$ cat src/rtl/pipe_pkg.sv
// Shared definitions for the pipeline stage latches: occupancy state
// encoding, the default bubble instruction and the lane map of the core.
package pipe_pkg;

    typedef enum logic [1:0] {
        ST_EMPTY = 2'd0,
        ST_ONE   = 2'd1,
        ST_FULL  = 2'd2
    } state_e;

    // Instruction word inserted for bubbles unless a stage overrides it.
    localparam logic [31:0] NOP_WORD_DEFAULT = 32'h0000_0000;

    // Lane positions inside the packed stage data bus.
    localparam int LANE_PC = 0;
    localparam int LANE_A  = 1;
    localparam int LANE_B  = 2;
    localparam int LANE_IR = 3;

endpackage

$ cat src/rtl/pipe_stage_latch_sat_counter.sv
// Saturating up-counter with asynchronous active-high reset. Counts one
// per clock while inc_i is high and sticks at the all-ones value.
module sat_counter #(
    parameter int WIDTH = 32
) (
    input  logic             clk_i,
    input  logic             rst_i,
    input  logic             inc_i,
    output logic [WIDTH-1:0] count_o
);

    logic [WIDTH-1:0] count_q;
    logic [WIDTH-1:0] count_d;

    // Next count: step only while requested and not yet at the ceiling.
    always_comb begin
        count_d = count_q;
        if (inc_i && (count_q != {WIDTH{1'b1}})) begin
            count_d = count_q + {{(WIDTH-1){1'b0}}, 1'b1};
        end
    end

    // Count register, cleared only by reset.
    always_ff @(posedge clk_i or posedge rst_i) begin
        if (rst_i) begin
            count_q <= '0;
        end else begin
            count_q <= count_d;
        end
    end

    assign count_o = count_q;

endmodule

$ cat src/rtl/pipe_stage_latch.sv
// Pipeline stage register with a 2-entry skid buffer, flush-to-bubble
// and a bubble-cycle performance counter.
//
// Handshake: a word moves across an interface on a rising clock edge
// exactly when valid and ready are both high at that edge. A producer
// holding valid keeps its data stable until the transfer happens;
// in_ready and out_valid come straight from flops so neither depends
// combinationally on the other side of the stage.
module pipe_stage_latch
    import pipe_pkg::*;
#(
    parameter int               WIDTH    = 32,
    parameter int               LANES    = 4,
    parameter int               IR_LANE  = LANE_IR,
    parameter logic [WIDTH-1:0] NOP_WORD = WIDTH'(NOP_WORD_DEFAULT)
) (
    input  logic                   clock,
    input  logic                   reset,
    input  logic                   in_valid,
    output logic                   in_ready,
    input  logic [LANES*WIDTH-1:0] in_data,
    input  logic                   flush,
    output logic                   out_valid,
    input  logic                   out_ready,
    output logic [LANES*WIDTH-1:0] out_data,
    output logic [1:0]             occupancy,
    output logic [31:0]            bubble_cycles
);

    localparam int DW = LANES * WIDTH;

    // Bus value seen downstream whenever no instruction is present:
    // NOP in the instruction lane, zero everywhere else.
    function automatic logic [DW-1:0] bubble_pattern();
        logic [DW-1:0] p;
        p = '0;
        p[IR_LANE*WIDTH +: WIDTH] = NOP_WORD;
        return p;
    endfunction

    localparam logic [DW-1:0] BUBBLE = bubble_pattern();

    state_e        state_q;
    logic [DW-1:0] main_q;
    logic [DW-1:0] skid_q;
    logic          in_ready_q;
    logic          out_valid_q;

    logic in_xfer;
    logic out_xfer;

    assign in_xfer  = in_valid & in_ready_q;
    assign out_xfer = out_valid_q & out_ready;

    // Occupancy FSM and data registers; in_ready/out_valid are registered
    // alongside the state so they always match the state they describe.
    always_ff @(posedge clock or posedge reset) begin
        if (reset) begin
            state_q     <= ST_EMPTY;
            main_q      <= BUBBLE;
            skid_q      <= BUBBLE;
            in_ready_q  <= 1'b1;
            out_valid_q <= 1'b0;
        end else if (flush) begin
            // Squash wins over any handshake in the same cycle.
            state_q     <= ST_EMPTY;
            main_q      <= BUBBLE;
            skid_q      <= BUBBLE;
            in_ready_q  <= 1'b1;
            out_valid_q <= 1'b0;
        end else begin
            case (state_q)
                ST_EMPTY: begin
                    if (in_xfer) begin
                        state_q     <= ST_ONE;
                        main_q      <= in_data;
                        out_valid_q <= 1'b1;
                        in_ready_q  <= 1'b1;
                    end
                end
                ST_ONE: begin
                    if (in_xfer && out_xfer) begin
                        main_q <= in_data;
                    end else if (in_xfer) begin
                        // Downstream stalled: park the new word behind main.
                        state_q    <= ST_FULL;
                        skid_q     <= in_data;
                        in_ready_q <= 1'b0;
                    end else if (out_xfer) begin
                        state_q     <= ST_EMPTY;
                        main_q      <= BUBBLE;
                        out_valid_q <= 1'b0;
                    end
                end
                ST_FULL: begin
                    if (out_xfer) begin
                        state_q    <= ST_ONE;
                        main_q     <= skid_q;
                        skid_q     <= BUBBLE;
                        in_ready_q <= 1'b1;
                    end
                end
                default: begin
                    state_q     <= ST_EMPTY;
                    main_q      <= BUBBLE;
                    skid_q      <= BUBBLE;
                    in_ready_q  <= 1'b1;
                    out_valid_q <= 1'b0;
                end
            endcase
        end
    end

    assign in_ready  = in_ready_q;
    assign out_valid = out_valid_q;
    assign out_data  = main_q;
    // The state encoding equals the number of held entries.
    assign occupancy = state_q;

    sat_counter #(
        .WIDTH(32)
    ) u_bubble_cnt (
        .clk_i  (clock),
        .rst_i  (reset),
        .inc_i  (~out_valid_q),
        .count_o(bubble_cycles)
    );

endmodule
$ cat config.mk
export PLATFORM = sky130hd
export DESIGN_NAME = pipe_stage_latch
export DESIGN_NICKNAME = d
export VERILOG_FILES = /design/src/rtl/pipe_pkg.sv /design/src/rtl/pipe_stage_latch_sat_counter.sv /design/src/rtl/pipe_stage_latch.sv
export SDC_FILE = /design/constraint.sdc
export NUM_CORES = 1
export LEC_CHECK = 0
export BUFFER_PORTS_ARGS = -buffer_cell sky130_fd_sc_hd__buf_2
export CAP_MARGIN = 40
export CELL_PAD_IN_SITES_DETAIL_PLACEMENT = 1
export CELL_PAD_IN_SITES_GLOBAL_PLACEMENT = 1
export CORE_MARGIN = 4
export CORE_UTILIZATION = 38
export DETAILED_ROUTE_END_ITERATION = 12
export PLACE_DENSITY = 0.74
export SLEW_MARGIN = 10
export SYNTH_ARGS = -nofsm -noshare
export SYNTH_HDL_FRONTEND = slang
export SYNTH_SLANG_ARGS = --single-unit
$ cat constraint.sdc
create_clock -name clock -period 9.4 [get_ports clock]
set_clock_uncertainty 0.15 [all_clocks]
set_input_delay 0.94 -clock clock [delete_from_list [all_inputs] [get_ports clock]]
set_output_delay 0.94 -clock clock [all_outputs]
set_load 0.1 [all_outputs]
Word level (Yosys, flattened, before mapping)
Index checks and enable logic that the tools add are counted.
- add/subtract/negate cells: 1
- reductions and logical operators: 8
- bitwise gates (word level): 3
- mux-type cells: 28
- eq/ne operators: 14
- operator list (operator ; number):
    $mux W128 ; 8
    $pmux W128 S3 ; 2
    $add A32 B1 Y32 const B ; 1
    $ne A32 B32 Y1 const B ; 1
    $ne A3 B3 Y1 const B ; 6
    $reduce_and A4 Y1 ; 4
    $mux W2 ; 6
    $ne A4 B4 Y1 const B ; 3
    $mux W1 ; 9
    $pmux W1 S3 ; 2
    $pmux W2 S3 ; 1
    $reduce_and A5 Y1 ; 1
    $ne A2 B2 Y1 const B ; 2
    $and A1 B1 Y1 ; 2
    $eq A2 B1 Y1 const B ; 1
    $eq A2 B2 Y1 const B ; 1
    $logic_and A1 B1 Y1 ; 2
    $logic_not A2 Y1 ; 1
    $not A1 Y1 ; 1
- flip-flop bits (word level): 292
- output and inout bits: 164
- input port bits: 133
- word-level logic and storage cells: 60

Depth between registers and ports, before layout
- depth after elaboration: 6
- depth in mapped cells: 8
- gate-level depth less buffers: 6

Modules after synthesis
Synthesis repeated with hierarchy kept, for this count alone.
- cell total of the unflattened synthesis: 1174
- area total of the unflattened synthesis: 13339.0 µm²
- by module, submodules not included (module ; cells an instance ; times used ; seq. area each (µm²) ; area an instance (µm²)):
    pipe_stage_latch ; 1021 ; 1 ; 6507.5 ; 11703.7
    sat_counter ; 153 ; 1 ; 800.8 ; 1635.3

Worst setup path after synthesis
Ideal clock, no wire load.
- path kind: register to register
- from: register u_bubble_cnt.count_q[0], in the netlist u_bubble_cnt.count_o[0]
- to: register u_bubble_cnt.count_q[1], in the netlist u_bubble_cnt.count_o[1]
- stages on the path, launching flop included: 7
- path slack: 6.802 ns
- period minus slack after synthesis: 2.598 ns
- data arrival time: 2.323 ns
- path through: dfrtp_1 -> ha_1 -> nand4_1 -> nor2_1 -> and4_1 -> nor2_1 -> mux2_2
- longest elaborated chain between the ends: 2
- elaborated cells on any way between the ends: 3
- ends and longest elaborated chain (what ; RTL line ; text):
    start, declared ; pipe_stage_latch_sat_counter.sv:12 ; logic [WIDTH-1:0] count_q;
    start signal, assigned ; pipe_stage_latch_sat_counter.sv:28 ; count_q <= count_d;
    parallel branches: the longest is 2 deep, another holds $add A32 B1 Y32 ; n/a ;
Parallel ways; which one is timed is not known.
A chain may end at the register's enable or synchronous reset.

Worst setup path in the final report
- from: register out_valid_q, in the netlist out_valid
- to: register main_q[110], in the netlist out_data[110]
- longest elaborated chain between the ends: 5
- elaborated cells on any way between the ends: 9
- ends and longest elaborated chain (what ; RTL line ; text):
    start, declared ; pipe_stage_latch.sv:47 ; logic out_valid_q;
    start signal, assigned ; pipe_stage_latch.sv:63 ; out_valid_q <= 1'b0;
    start signal, assigned ; pipe_stage_latch.sv:70 ; out_valid_q <= 1'b0;
    start signal, assigned ; pipe_stage_latch.sv:77 ; out_valid_q <= 1'b1;
    $and A1 B1 Y1 (*) ; pipe_stage_latch.sv:53 ; assign out_xfer = out_valid_q & out_ready;
    $logic_and A1 B1 Y1 ; pipe_stage_latch.sv:82 ; if (in_xfer && out_xfer) begin
    $mux W128 ; pipe_stage_latch.sv:82 ;
    $pmux W128 S3 ; pipe_stage_latch.sv:72 ; case (state_q)
    $mux W128 ; pipe_stage_latch.sv:64 ; end else if (flush) begin
    end signal, assigned ; pipe_stage_latch.sv:76 ; main_q <= in_data;
    end signal, assigned ; pipe_stage_latch.sv:83 ; main_q <= in_data;
    end signal, assigned ; pipe_stage_latch.sv:98 ; main_q <= skid_q;
    end, declared ; pipe_stage_latch.sv:44 ; logic [DW-1:0] main_q;
Every way passes the cells marked *; elsewhere a longest branch is shown, timed or not.

==> flow_summary.ini <==
[setup_path]
r2r_slack_ps = 5810
worst_setup_path_start_kind = register
path_buf_inv = 2
path_depth = 7
crit_end = out_data[110]
required_ps = 9650
reg2reg_from = out_valid
crit_fanout = 59
slowest_stage = buf_4
r2r_cells = 7
max_stage_delay_ps = 680
crit_arrival_ps = 3840
crit_top_cell = buf_4
crit_family = buffers and inverters
r2r-end = out_data[110]
critPathCaptureType = register
startpoint = out_valid
path_cells = and2_1 -> nand3_1 -> a21oi_4 -> buf_4 -> buf_4 -> a22oi_1 -> o21ai_0
crit_type = reg2reg

[synthesis]
yosys_most_used_dff = dfrtp_1
synth_fp_nets = 1173
ys_ff_latch = 292
synthTopCellsByArea = dfrtp_1, a22o_1, a22oi_1
synth_compound_area_share_pct = 24.1
async_reset_ff_share_pct = 100
yosysSeqAreaShare_pct = 61.0
postSynthAreaPerCell_um2 = 11.5
synth_fa_ha_area_share_pct = 0.105
synthSimpleGateAreaFrac_pct = 8.15
synth_mux_area_share_pct = 0.188
synth_warnings = 0
synth_top_area_share_pct = 60.8
syn_area_mm2 = 0.0120
yosysMostFrequentCell = dfrtp_1
synth-xor-area-share_pct = 1.98
synth_top_family_by_area = compound AO/OA/AOI/OAI gates
synth_cell_types = 49
synthCells = 1039
synth_edf_count = 0
synth_top_area_cell = dfrtp_1
synth.top_cells.by_count = dfrtp_1, nand2_1, a22o_1, a22oi_1, o21ai_1

[floorplan]
start_util_pct = 38.8
die_w_um = 186
ios = 297
fp.coreArea_mm2 = 0.0308
die_h_um = 186
rows = 64
dieArea_mm2 = 0.0344

[detailed_routing]
drt_iter0_markers = 547
drt_first_pass_iters = 4
wire_per_inst_um = 21.1
vias = 9547
finalWirelength_mm = 36.3
ant_nets = 0
drc_errors = 0
vias_per_cell = 5.54

[clock_tree]
clk_path_buf_depth = 3
cts_made_buffers = 34
cts_setup_buffers = 0
clock-sinks = 292
cts_resized = 0
htreeDepth = 2
cts_root_buf = clkbuf_16
holdBufCountCts = 0
clk_pin_slew_ps = 60
tritoncts = done
clk_latency_ps = 500

[grt]
grt_pass1_vias = 10152
overflow = 0
grt_antenna_before_repair = 11
grt_pass1_wl_mm = 57.7
grt_use_total_pct = 20.7
grt_max_degree = 164

[worst_hold_path]
min_path_type = in2async

[timing]
max_slew_margin_pct = 38.0
setup_slack_ps = 5810
worst_pin_slew_ps = 930
min_period_over_period_pct = 38.2
drv_slew = 0
finalSetupTns_ps = 0
timing.final.crit_period_ps = 3590
hold_viol = 0
setup_viol = 0
rsz0062_at_grt = false
hold_ws_ps = 288
max_freq_mhz = 279

[final_layout]
area_growth_pct = 23.3
nNetsFinal = 1431
drive_gt1_share_pct = 28.7

[place]
place_congestion = 0.793
dp_hpwl_mm = 22.8
place_ws_ps = 5430
portBuffers = 296

[job]
maxCapViolations = 0

[power]
vdd_drop_max_mv = 0.126
power_uw = 3940
p_leak_uw = 0.00750
power.density_mw_per_mm2 = 267

[run_status]
outcome = complete, no violations
[sequential cells by signal, summed over array words and instances, names as in the netlist]
name and flops:
occupancy 2, out_data 128, u_bubble_cnt.count_o 32, in_ready 1, skid_q 128, out_valid 1
[cells by family (layout without fill, tap and decap cells)]
group | count (synthesis) | count (layout)
AO/OA/AOI/OAI | 406 | 406
XOR/XNOR | 27 | 27
adder cells (fa/ha/maj) | 1 | 1
buffers and inverters | 92 | 374
flip-flops | 292 | 292
multiplexers | 2 | 2
other | 0 | 5
AND/OR/NAND/NOR | 219 | 219
[how the worst min path moves through the flow]
stage          cells past startpoint       endpoint          start
5_1_grt                            2   out_data[28]          reset
3_3_place_gp                       2  out_data[113]  out_data[113]
3_5_place_dp                       2  out_data[104]  out_data[104]
2_1_floorplan                      1     skid_q[30]     skid_q[30]
6_report                           2   out_data[72]          reset
4_1_cts                            2   out_data[70]          reset
[stage by stage]
stage          instances  util [%]  cell area [µm²]
4_1_cts             1717      47.8            14700
5_1_grt             1721      47.9            14800
2_1_floorplan       1039         -            12000
3_3_place_gp        1656      44.1            13600
3_5_place_dp        1657      44.2            13600
6_report            1722      47.9            14800
[metal layers]
| metal | global-route usage [%] | routed length, µm |
|---|---|---|
| met1 | 27.4 | 15300 |
| met2 | 33.4 | 17500 |
| met3 | 6.18 | 2590 |
| met4 | 5.67 | 785 |
| met5 | 0 | 94 |
[final cells by class]
cell class                 count  area (µm²)
clock buffer                  56        1100
clock inverter                 4        20.0
timing repair buffer         310        1620
fill                        3368       16100
inverter                       4        22.5
antenna                        5        12.5
tap                          396         495
sequential                   292        7310
multi-input combinational    655        4180
[cells in the final DEF, fill, tap and decap left out, types with 2 or more instances in the layout]
cell type and instances:
buf_2 296, dfrtp_1 291, nand2_1 145, a22o_1 128
a22oi_1 128, o21ai_1 120, clkbuf_16 37, nor2_1 25
xor2_1 16, buf_4 12, nand3_1 11, xnor2_1 11
clkbuf_8 10, clkbuf_1 9, nand4_1 8, o21ai_0 8
nor3_1 6, diode_2 5, a21oi_1 5, and3_1 4
clkinv_2 4, inv_1 3, a31oi_1 3, and2_1 2
nor3_2 2, a21oi_4 2, a211o_1 2, nand4_2 2
nand2b_1 2, and4_1 2
[where the power goes]
group	total [µW]	leakage [µW]	switching, µW	internal [µW]
logic	1170	0.00295	971	197
clock network	1310	0.000554	512	794
registers	1470	0.00400	92.0	1370
No activity file was read; power rests on OpenSTA's default activity.
